**src/rtl/sha1_pkg.sv**
```systemverilog
// Shared SHA-1 front-end definitions: block/word/digest geometry, the
// sequencer FSM states and the padding marker word.
package sha1_pkg;

  localparam int unsigned SHA1_BLK_W     = 512;
  localparam int unsigned SHA1_WORD_W    = 32;
  localparam int unsigned SHA1_DIG_W     = 160;
  localparam int unsigned SHA1_LEN_WORD  = 14;
  localparam int unsigned SHA1_BLK_WORDS = SHA1_BLK_W / SHA1_WORD_W;
  localparam int unsigned SHA1_IDX_W     = 4;

  localparam logic [SHA1_WORD_W-1:0] SHA1_PAD_WORD = 32'h8000_0000;

  typedef enum logic [2:0] {
    ST_IDLE,
    ST_FILL,
    ST_PAD,
    ST_ISSUE,
    ST_WAIT,
    ST_DONE
  } sha1_state_e;

endpackage

```
**src/rtl/sha1_pad_word.sv**
```systemverilog
// Terminates a partial last word: keeps the valid leading bytes, places the
// 0x80 marker in the following byte and clears the rest.
//   word     : message word, big-endian (first byte in [31:24])
//   bytes    : valid bytes (1..3); 0 means a full word, passed through unchanged
//   padded_c : masked word with the marker inserted (combinational)
module sha1_pad_word
  import sha1_pkg::*;
(
  input  logic [SHA1_WORD_W-1:0] word,
  input  logic [1:0]             bytes,
  output logic [SHA1_WORD_W-1:0] padded_c
);

  always_comb begin
    padded_c = word;
    case (bytes)
      2'd1:    padded_c = {word[31:24], 24'h80_0000};
      2'd2:    padded_c = {word[31:16], 16'h8000};
      2'd3:    padded_c = {word[31:8],  8'h80};
      default: padded_c = word;
    endcase
  end

endmodule

```
**src/rtl/sha1_msg_sequencer.sv**
```systemverilog
// SHA-1 message front end: collects 32-bit words into 512-bit blocks, applies
// SHA-1 padding and the 64-bit bit length, hands blocks to the compression
// core one at a time and returns the final chaining value as the digest.
//   clk, reset              : clock, synchronous active-high reset
//   msg_start / in_empty    : begin a message (in_empty: zero-length message)
//   in_valid/in_ready/in_data/in_last/in_bytes : word stream input
//   core_start / core_cont  : issue pulse for first / chained block on core_msg
//   core_blk_done/core_hash : core completion and its chaining value
//   busy, done, digest_o    : status, digest-valid pulse, final hash
module sha1_msg_sequencer
  import sha1_pkg::*;
#(
  parameter int unsigned LEN_W     = 64,
  parameter bit          HOLD_HASH = 1'b1
) (
  input  logic                   clk,
  input  logic                   reset,
  input  logic                   msg_start,
  input  logic                   in_valid,
  output logic                   in_ready,
  input  logic [SHA1_WORD_W-1:0] in_data,
  input  logic                   in_last,
  input  logic [1:0]             in_bytes,
  input  logic                   in_empty,
  output logic                   core_start,
  output logic                   core_cont,
  output logic [SHA1_BLK_W-1:0]  core_msg,
  input  logic                   core_blk_done,
  input  logic [SHA1_DIG_W-1:0]  core_hash,
  output logic                   busy,
  output logic                   done,
  output logic [SHA1_DIG_W-1:0]  digest_o
);

  sha1_state_e state, state_d;
  logic in_ready_d, core_start_d, core_cont_d, busy_d, done_d;

  logic [SHA1_WORD_W-1:0] blk [SHA1_BLK_WORDS];
  logic [SHA1_IDX_W-1:0]  idx;
  logic [LEN_W-1:0]       bitcnt;
  logic                   first_blk;  // next issue is the first block of the message
  logic                   pad_done;   // 0x80 marker already written
  logic                   last_seen;  // all message words consumed
  logic                   final_blk;  // buffered block carries the length field

  logic                   accept;
  logic                   start_ok;
  logic                   last_full;
  logic [2:0]             byte_cnt;
  logic [5:0]             add_bits;
  logic                   pad_fits;
  logic [63:0]            msg_len;
  logic [SHA1_WORD_W-1:0] padded;

  assign accept    = in_valid & in_ready;
  assign start_ok  = msg_start & ((state == ST_IDLE) | (state == ST_DONE));
  assign last_full = (in_bytes == 2'd0);
  assign byte_cnt  = last_full ? 3'd4 : {1'b0, in_bytes};
  assign add_bits  = in_last ? {byte_cnt, 3'b000} : 6'd32;
  assign msg_len   = 64'(bitcnt);
  // Length fits if the marker lands before the length words (byte offset < 56).
  assign pad_fits  = pad_done ? (idx <= 4'(SHA1_LEN_WORD)) : (idx < 4'(SHA1_LEN_WORD));

  sha1_pad_word u_pad (
    .word     (in_data),
    .bytes    (in_bytes),
    .padded_c (padded)
  );

  // Block buffer presented to the core, word 0 in the top bits.
  for (genvar g = 0; g < int'(SHA1_BLK_WORDS); g++) begin : g_msg
    assign core_msg[SHA1_BLK_W-1-g*SHA1_WORD_W -: SHA1_WORD_W] = blk[g];
  end

  // State and registered control outputs.
  always_ff @(posedge clk) begin
    if (reset) begin
      state      <= ST_IDLE;
      in_ready   <= 1'b0;
      core_start <= 1'b0;
      core_cont  <= 1'b0;
      busy       <= 1'b0;
      done       <= 1'b0;
    end else begin
      state      <= state_d;
      in_ready   <= in_ready_d;
      core_start <= core_start_d;
      core_cont  <= core_cont_d;
      busy       <= busy_d;
      done       <= done_d;
    end
  end

  // Next state and next control outputs.
  always_comb begin
    state_d = state;
    case (state)
      ST_IDLE, ST_DONE: begin
        if (msg_start)              state_d = in_empty ? ST_PAD : ST_FILL;
        else if (state == ST_DONE)  state_d = ST_IDLE;
      end
      ST_FILL: begin
        if (accept) begin
          if (idx == 4'(SHA1_BLK_WORDS - 1)) state_d = ST_ISSUE;
          else if (in_last)                  state_d = ST_PAD;
        end
      end
      ST_PAD:   state_d = ST_ISSUE;
      ST_ISSUE: state_d = ST_WAIT;
      ST_WAIT: begin
        if (core_blk_done) begin
          if (final_blk)      state_d = ST_DONE;
          else if (last_seen) state_d = ST_PAD;
          else                state_d = ST_FILL;
        end
      end
      default: state_d = ST_IDLE;
    endcase
    in_ready_d   = (state_d == ST_FILL);
    core_start_d = (state == ST_ISSUE) & first_blk;
    core_cont_d  = (state == ST_ISSUE) & ~first_blk;
    busy_d       = (state_d != ST_IDLE) & (state_d != ST_DONE);
    done_d       = (state_d == ST_DONE);
  end

  // Block buffer, bit counter, padding bookkeeping and digest.
  always_ff @(posedge clk) begin
    if (reset) begin
      for (int w = 0; w < int'(SHA1_BLK_WORDS); w++) blk[w] <= '0;
      idx       <= '0;
      bitcnt    <= '0;
      first_blk <= 1'b0;
      pad_done  <= 1'b0;
      last_seen <= 1'b0;
      final_blk <= 1'b0;
      digest_o  <= '0;
    end else begin
      if (start_ok) begin
        idx       <= '0;
        bitcnt    <= '0;
        first_blk <= 1'b1;
        pad_done  <= 1'b0;
        last_seen <= in_empty;
        final_blk <= 1'b0;
        digest_o  <= '0;
      end else if (state == ST_DONE && !HOLD_HASH) begin
        digest_o  <= '0;
      end
      case (state)
        ST_FILL: begin
          if (accept) begin
            blk[idx] <= (in_last && !last_full) ? padded : in_data;
            idx      <= idx + 4'd1;
            bitcnt   <= bitcnt + LEN_W'(add_bits);
            if (in_last) begin
              last_seen <= 1'b1;
              pad_done  <= ~last_full;
            end
          end
        end
        ST_PAD: begin
          // Words from idx onward: marker (if still owed) then zeros.
          for (int w = 0; w < int'(SHA1_BLK_WORDS); w++) begin
            if (4'(w) >= idx)
              blk[w] <= (!pad_done && 4'(w) == idx) ? SHA1_PAD_WORD : '0;
          end
          if (pad_fits) begin
            blk[SHA1_LEN_WORD]     <= msg_len[63:32];
            blk[SHA1_LEN_WORD + 1] <= msg_len[31:0];
            final_blk              <= 1'b1;
          end else begin
            final_blk              <= 1'b0;
          end
          pad_done <= 1'b1;
          idx      <= '0;
        end
        ST_ISSUE: first_blk <= 1'b0;
        ST_WAIT: begin
          if (core_blk_done && final_blk) digest_o <= core_hash;
        end
        default: ;
      endcase
    end
  end

endmodule

```
**config.mk**
```make
export PLATFORM = sky130hd
export DESIGN_NAME = sha1_msg_sequencer
export DESIGN_NICKNAME = d
export VERILOG_FILES = /design/src/rtl/sha1_pkg.sv /design/src/rtl/sha1_pad_word.sv /design/src/rtl/sha1_msg_sequencer.sv
export SDC_FILE = /design/constraint.sdc
export NUM_CORES = 1
export LEC_CHECK = 0
export BUFFER_PORTS_ARGS = -buffer_cell sky130_fd_sc_hd__buf_2
export CAP_MARGIN = 25
export CORE_AREA = 5 5 334 336
export CTS_BUF_LIST = sky130_fd_sc_hd__clkbuf_4 sky130_fd_sc_hd__clkbuf_8
export DETAILED_ROUTE_END_ITERATION = 7
export DIE_AREA = 0 0 339 341
export SYNTH_ARGS = -nofsm -noshare
export SYNTH_HDL_FRONTEND = slang
export SYNTH_HIERARCHICAL = 1
export SYNTH_SLANG_ARGS = --single-unit
```
**constraint.sdc**
```tcl
create_clock -name clk -period 13.45 [get_ports clk]
set_input_delay 2.0175 -clock clk [delete_from_list [all_inputs] [get_ports clk]]
set_output_delay 2.0175 -clock clk [all_outputs]
set_load 0.02 [all_outputs]
```
Word level (Yosys, flattened, before mapping)
Memory sizes are Yosys's and may differ from the RTL's.
Cells that the tools add are included.
{"block": "totals", "ff_bits": 240, "ramBits": 512, "in_bits": 201, "elab_cells": 260, "n_memories": 1}
{"block": "op_classes", "n_addsub": 2, "order_cmp": 18, "n_eq_ne": 27, "muxes": 145, "n_bitwise": 26, "n_reduce_logical": 28}
{"memory": "blk", "depth": 16, "word_bits": 32, "read_ports": 16, "rd_clocked_by_memory_dff": 0, "write_ports": 16, "line": "sha1_msg_sequencer.sv:38", "source": "logic [SHA1_WORD_W-1:0] blk [SHA1_BLK_WORDS];"}
{"operator": "32-bit two-way mux", "count": 35}
{"operator": "160-bit two-way mux", "count": 3}
{"operator": "64-bit two-way mux", "count": 3}
{"operator": "1-bit two-way mux", "count": 85}
{"operator": "24-bit case mux with 3 select lines", "count": 1}
{"operator": "64-bit by 6-bit adder with 64-bit output", "count": 1}
{"operator": "4-bit == test, first input constant", "count": 8}
{"operator": "4-bit >= comparator, first input constant", "count": 8}
{"operator": "32-bit OR reduction", "count": 1}
{"operator": "24-bit two-way mux", "count": 1}
{"operator": "3-bit two-way mux", "count": 8}
{"operator": "1-bit bitwise OR", "count": 19}
{"operator": "1-bit logical AND", "count": 18}
{"operator": "3-bit by 4-bit == test with 1-bit output, first input constant", "count": 4}
{"operator": "3-bit by 4-bit >= comparator with 1-bit output, first input constant", "count": 4}
{"operator": "3-bit case mux with 5 select lines", "count": 1}
{"operator": "4-bit two-way mux", "count": 3}
{"operator": "3-bit == test, second input constant", "count": 3}
{"operator": "2-bit by 4-bit == test with 1-bit output, first input constant", "count": 2}
{"operator": "1-bit by 4-bit >= comparator with 1-bit output, first input constant", "count": 2}
{"operator": "2-bit by 4-bit >= comparator with 1-bit output, first input constant", "count": 2}
{"operator": "4-bit case mux with 2 select lines", "count": 1}
{"operator": "3-bit by 1-bit == test with 1-bit output, second input constant", "count": 2}
{"operator": "3-bit by 2-bit == test with 1-bit output, second input constant", "count": 2}
{"operator": "20 further kinds", "count": 29}

Longest topological paths before layout
{"block": "depth", "ltp_word": 7, "depth_mapped": 11, "mapped_depth_nobuf": 9}

Cells and area by module
Netlist, hierarchy kept.
{"module": "sha1_msg_sequencer", "instances": 1, "cells_each": 2284, "area_per_inst_um2": 28130.7}
{"module": "sha1_pad_word", "instances": 1, "cells_each": 37, "area_per_inst_um2": 244.0}

Worst setup path before layout
Ideal clock, no wire load.
{"block": "synth_timing", "path_kind": "input-to-reg", "from": "in in_valid", "to": "mem blk[9][0] (enable)", "setup_time_ps": 466, "arrival_time_ps": 5176, "t_required_ps": 12984, "path_slack_ps": 7808, "stages": 6, "cell_sequence": "and2_1 clkbuf_1 nand2_1 nor2_1 a21oi_1 o21ai_0"}
{"element": "start: declaration", "line": "sha1_msg_sequencer.sv:19", "source": "input logic in_valid,"}
{"element": "end: declaration", "line": "sha1_msg_sequencer.sv:38"}

==> metrics.log <==
INFO  metric routabilityCongestion = 0.8590
INFO  metric unrepaired_setup_endpoints_after_global_routing = false
INFO  metric pwr_density = roughly 150 mW/mm^2
INFO  metric finalSetupViolCount = 0
INFO  metric hold_ws = 0.4634 ns
INFO  metric routed-via-count = ~23000
INFO  metric pin_count = 878
INFO  metric cts.sinks = around 750
INFO  metric cts_root_buf = clkbuf_8
INFO  metric die-width = 339 microns
INFO  metric numCtsBuffers = 134
INFO  metric die_height = 341 microns
INFO  metric critPathCaptureType = flip-flop
INFO  metric clk_latency = 0.80 ns
INFO  metric design.final.nets = between 3000 and 4000
INFO  metric prevailing_post_synth_register_cell = edfxtp_1
INFO  metric synth_area_leader_cell = edfxtp_1
INFO  metric report.power.total = 5.525 mW
INFO  metric placed_cell_area = 0.03476 sq mm
INFO  metric drc_violation_count_after_routing = 0
INFO  metric final.period_utilization = 0.3308
INFO  metric tritoncts_clock_tree = yes
INFO  metric fin_skew = slightly above 0.03 ns
INFO  metric placement.setup.worst_slack = 8.196 ns
INFO  metric drtAntennaViolNets = 0
INFO  metric global_route.usage.total = 0.2057
INFO  metric timing.setup.critical_path_class = input port to flip-flop
INFO  metric netlist-cell-type-count = 62
INFO  metric areaGrowthSynthToFinish = 32.84%
INFO  metric route.detailed.vias_per_inst = 4.783
INFO  metric critPathMostFrequentCell = nand2_2
INFO  metric mappedNetlistNets = 2531
INFO  metric worst_hold_path_type = flip-flop to flip-flop
INFO  metric number_of_synthesized_flops_with_an_enable_pin = 512
INFO  metric postCtsHoldBufs = 0
INFO  metric power_leakage = 15.63 nW
INFO  metric number_of_storage_elements_in_the_synthesis_netlist = 752
INFO  metric post-cts-setup-buffers = 0
INFO  metric timing_hold_violations_final = 0
INFO  metric row_count = 121
INFO  metric cts_buffer_depth = 3
INFO  metric yosysWarnings = 6
INFO  metric syn-mean-instance-area = 12.23 sq um
INFO  metric grt-ovfl-total = 0
INFO  metric slew_viol_final = 0
INFO  metric finalWorstPathRequiredPeriod = 4.449 ns
INFO  metric final_common_cell = buf_2
INFO  metric wl_per_instance = 26.15 microns
INFO  metric fin_ws = about 9.0 ns
INFO  metric cp_top_family = simple AND/OR/NAND/NOR gates
INFO  metric slowest_delay = 1.00 ns
INFO  metric detail_route.first_pass.iterations = 6
INFO  metric synth.yosys.seq_area_share = 0.7112
INFO  metric dpl.hpwl = 88.33 mm
INFO  metric antenna_found_initial = 24
INFO  metric synthesis.instances = 2321
INFO  metric max_cap_viol_count = 0
INFO  metric port-buffer-count = slightly below 900
INFO  metric design_area = roughly 0.038 sq mm
INFO  metric vdd.ir_drop.worst = around 0.064 mV
INFO  metric timing.fmax = 224.8 MHz
INFO  metric fin_setup_tns = 0 ns
INFO  metric number_of_drc_markers_after_the_initial_detailed_route_iteration = 1892
INFO  metric floorplan.initialDensity = 0.2621
INFO  metric timing.critical_path.arrival = 4.84 ns
INFO  metric netlist_area = roughly 0.028 sq mm
INFO  metric critical-path-slowest-cell = nand2_2
INFO  metric asyncSetResetFlopFracSynth = 0
INFO  metric floorplan.die_area = 0.1156 sq mm
INFO  metric required = around 14 ns
INFO  metric worst_pin_slew = between 1 and 1.5 ns
INFO  metric number_of_buffers_and_inverters_on_the_critical_path = 1
INFO  metric timing.critical_path.cells = buf_2 > and2_1 > nand2_1 > nor2_1 > nand2_2 > nand2_2
INFO  metric worst_setup_path_start_kind = input port
INFO  metric run_status = complete, no violations
INFO  metric grt_pass1_vias = 22209
INFO  metric global_route_wire_length_before_repair = 171.3 mm
INFO  metric dominant_cells_by_area_after_synthesis = edfxtp_1 (54%), dfxtp_1 (17%), nor2_1 (8.7%), a22oi_1 (4.3%), clkbuf_1 (2.0%)
INFO  metric layout-drive-gt1-share = 0.3756
INFO  metric cts_htree_levels = 4
INFO  metric slew_headroom = 0.2488
INFO  metric critPathMaxFanout = 33
INFO  metric layout.cells.most_common_list = buf_2 (876), nor2_1 (658), edfxtp_1 (512)
INFO  metric largest_net_degree_at_the_start_of_global_routing = 162
INFO  metric worst_setup_hold_path_clk_slew = 0.06 ns
INFO  metric core_area = 0.1082 sq mm
INFO  metric netlist.area_leader.share = 0.5418
INFO  metric wirelength = about 120 mm
INFO  metric post_cts_repair_resize_count = 0
==> registers in the layout, summed over array words and instances, names as in the netlist, 3 cells and up <==
register	count
state	3
blk	512
idx	4
digest_o	160
bitcnt	64
==> worst paths after layout <==
| kind | end | slack [ns] | cells past startpoint | start |
|---|---|---|---|---|
| worst max-delay path | blk[7][18]$_SDFFCE_PN0P_ | 9.00 | 6 | in_valid |
| worst min-delay path | bitcnt[2]$_SDFFE_PP0P_ | 0.46 | 1 | bitcnt[2]$_SDFFE_PP0P_ |
| worst max register to register | blk[7][18]$_SDFFCE_PN0P_ | 9.47 | 5 | state[0]$_SDFF_PP0_ |
| worst min register to register | bitcnt[2]$_SDFFE_PP0P_ | 0.46 | 1 | bitcnt[2]$_SDFFE_PP0P_ |
==> where the power goes <==
group / internal [mW] / total (mW) / switching (mW)
logic: 0.153 / 0.630 / 0.477
clock network: 1.23 / 2.25 / 1.03
registers: 2.60 / 2.64 / 0.0474
==> cells in the mapped netlist (all sizes together) (6+ instances only) <==
cell / n
mux2: 7
a22oi: 161
clkbuf: 150
nand2: 87
or2: 9
xnor2: 11
o311ai: 8
o2bb2ai: 54
inv: 20
o32ai: 8
nor4: 15
ha: 8
nor2b: 14
dfxtp: 240
edfxtp: 512
o21ai: 20
nand4: 24
or3: 16
and2: 34
nor3: 13
nand2b: 12
a21oi: 46
nor3b: 6
mux2i: 39
o211ai: 14
or4: 12
nand3: 29
nor2: 660
buf: 34
and3: 8
==> per-stage QoR <==
step / util / std cells
floorplan: - / 2321
global placement: 0.3192 / 4470
detailed placement: 0.3211 / 4478
CTS: 0.3471 / 4722
global route: 0.3480 / 4733
finish: 0.3482 / 4742
==> final cells by class <==
type	instances	area, sq um
Fill cell	10781	70550
Sequential cell	752	20180
Multi-Input combinational cell	1365	7800
Timing Repair Buffer	931	5019
Clock buffer	195	2402
Tap cell	1414	1769
Clock inverter	49	409.1
Inverter	20	75.07
Antenna cell	16	40.04
==> routing by layer <==
layer,routed length (microns),GRT usage
met1,46370,0.2382
met2,62490,0.3593
met3,10860,0.06597
met4,4151,0.07177
met5,110,0
==> logic make-up after synthesis <==
group / count (synthesis) / share of synthesized area
flops: 752 / 0.7112
fa+ha+maj: 10 / 0.004586
buf+inv: 204 / 0.02924
compound gates: 345 / 0.08899
simple gates: 950 / 0.1452
xor+xnor: 14 / 0.004321
mux: 46 / 0.01654
No activity file was read; power rests on OpenSTA's default activity.
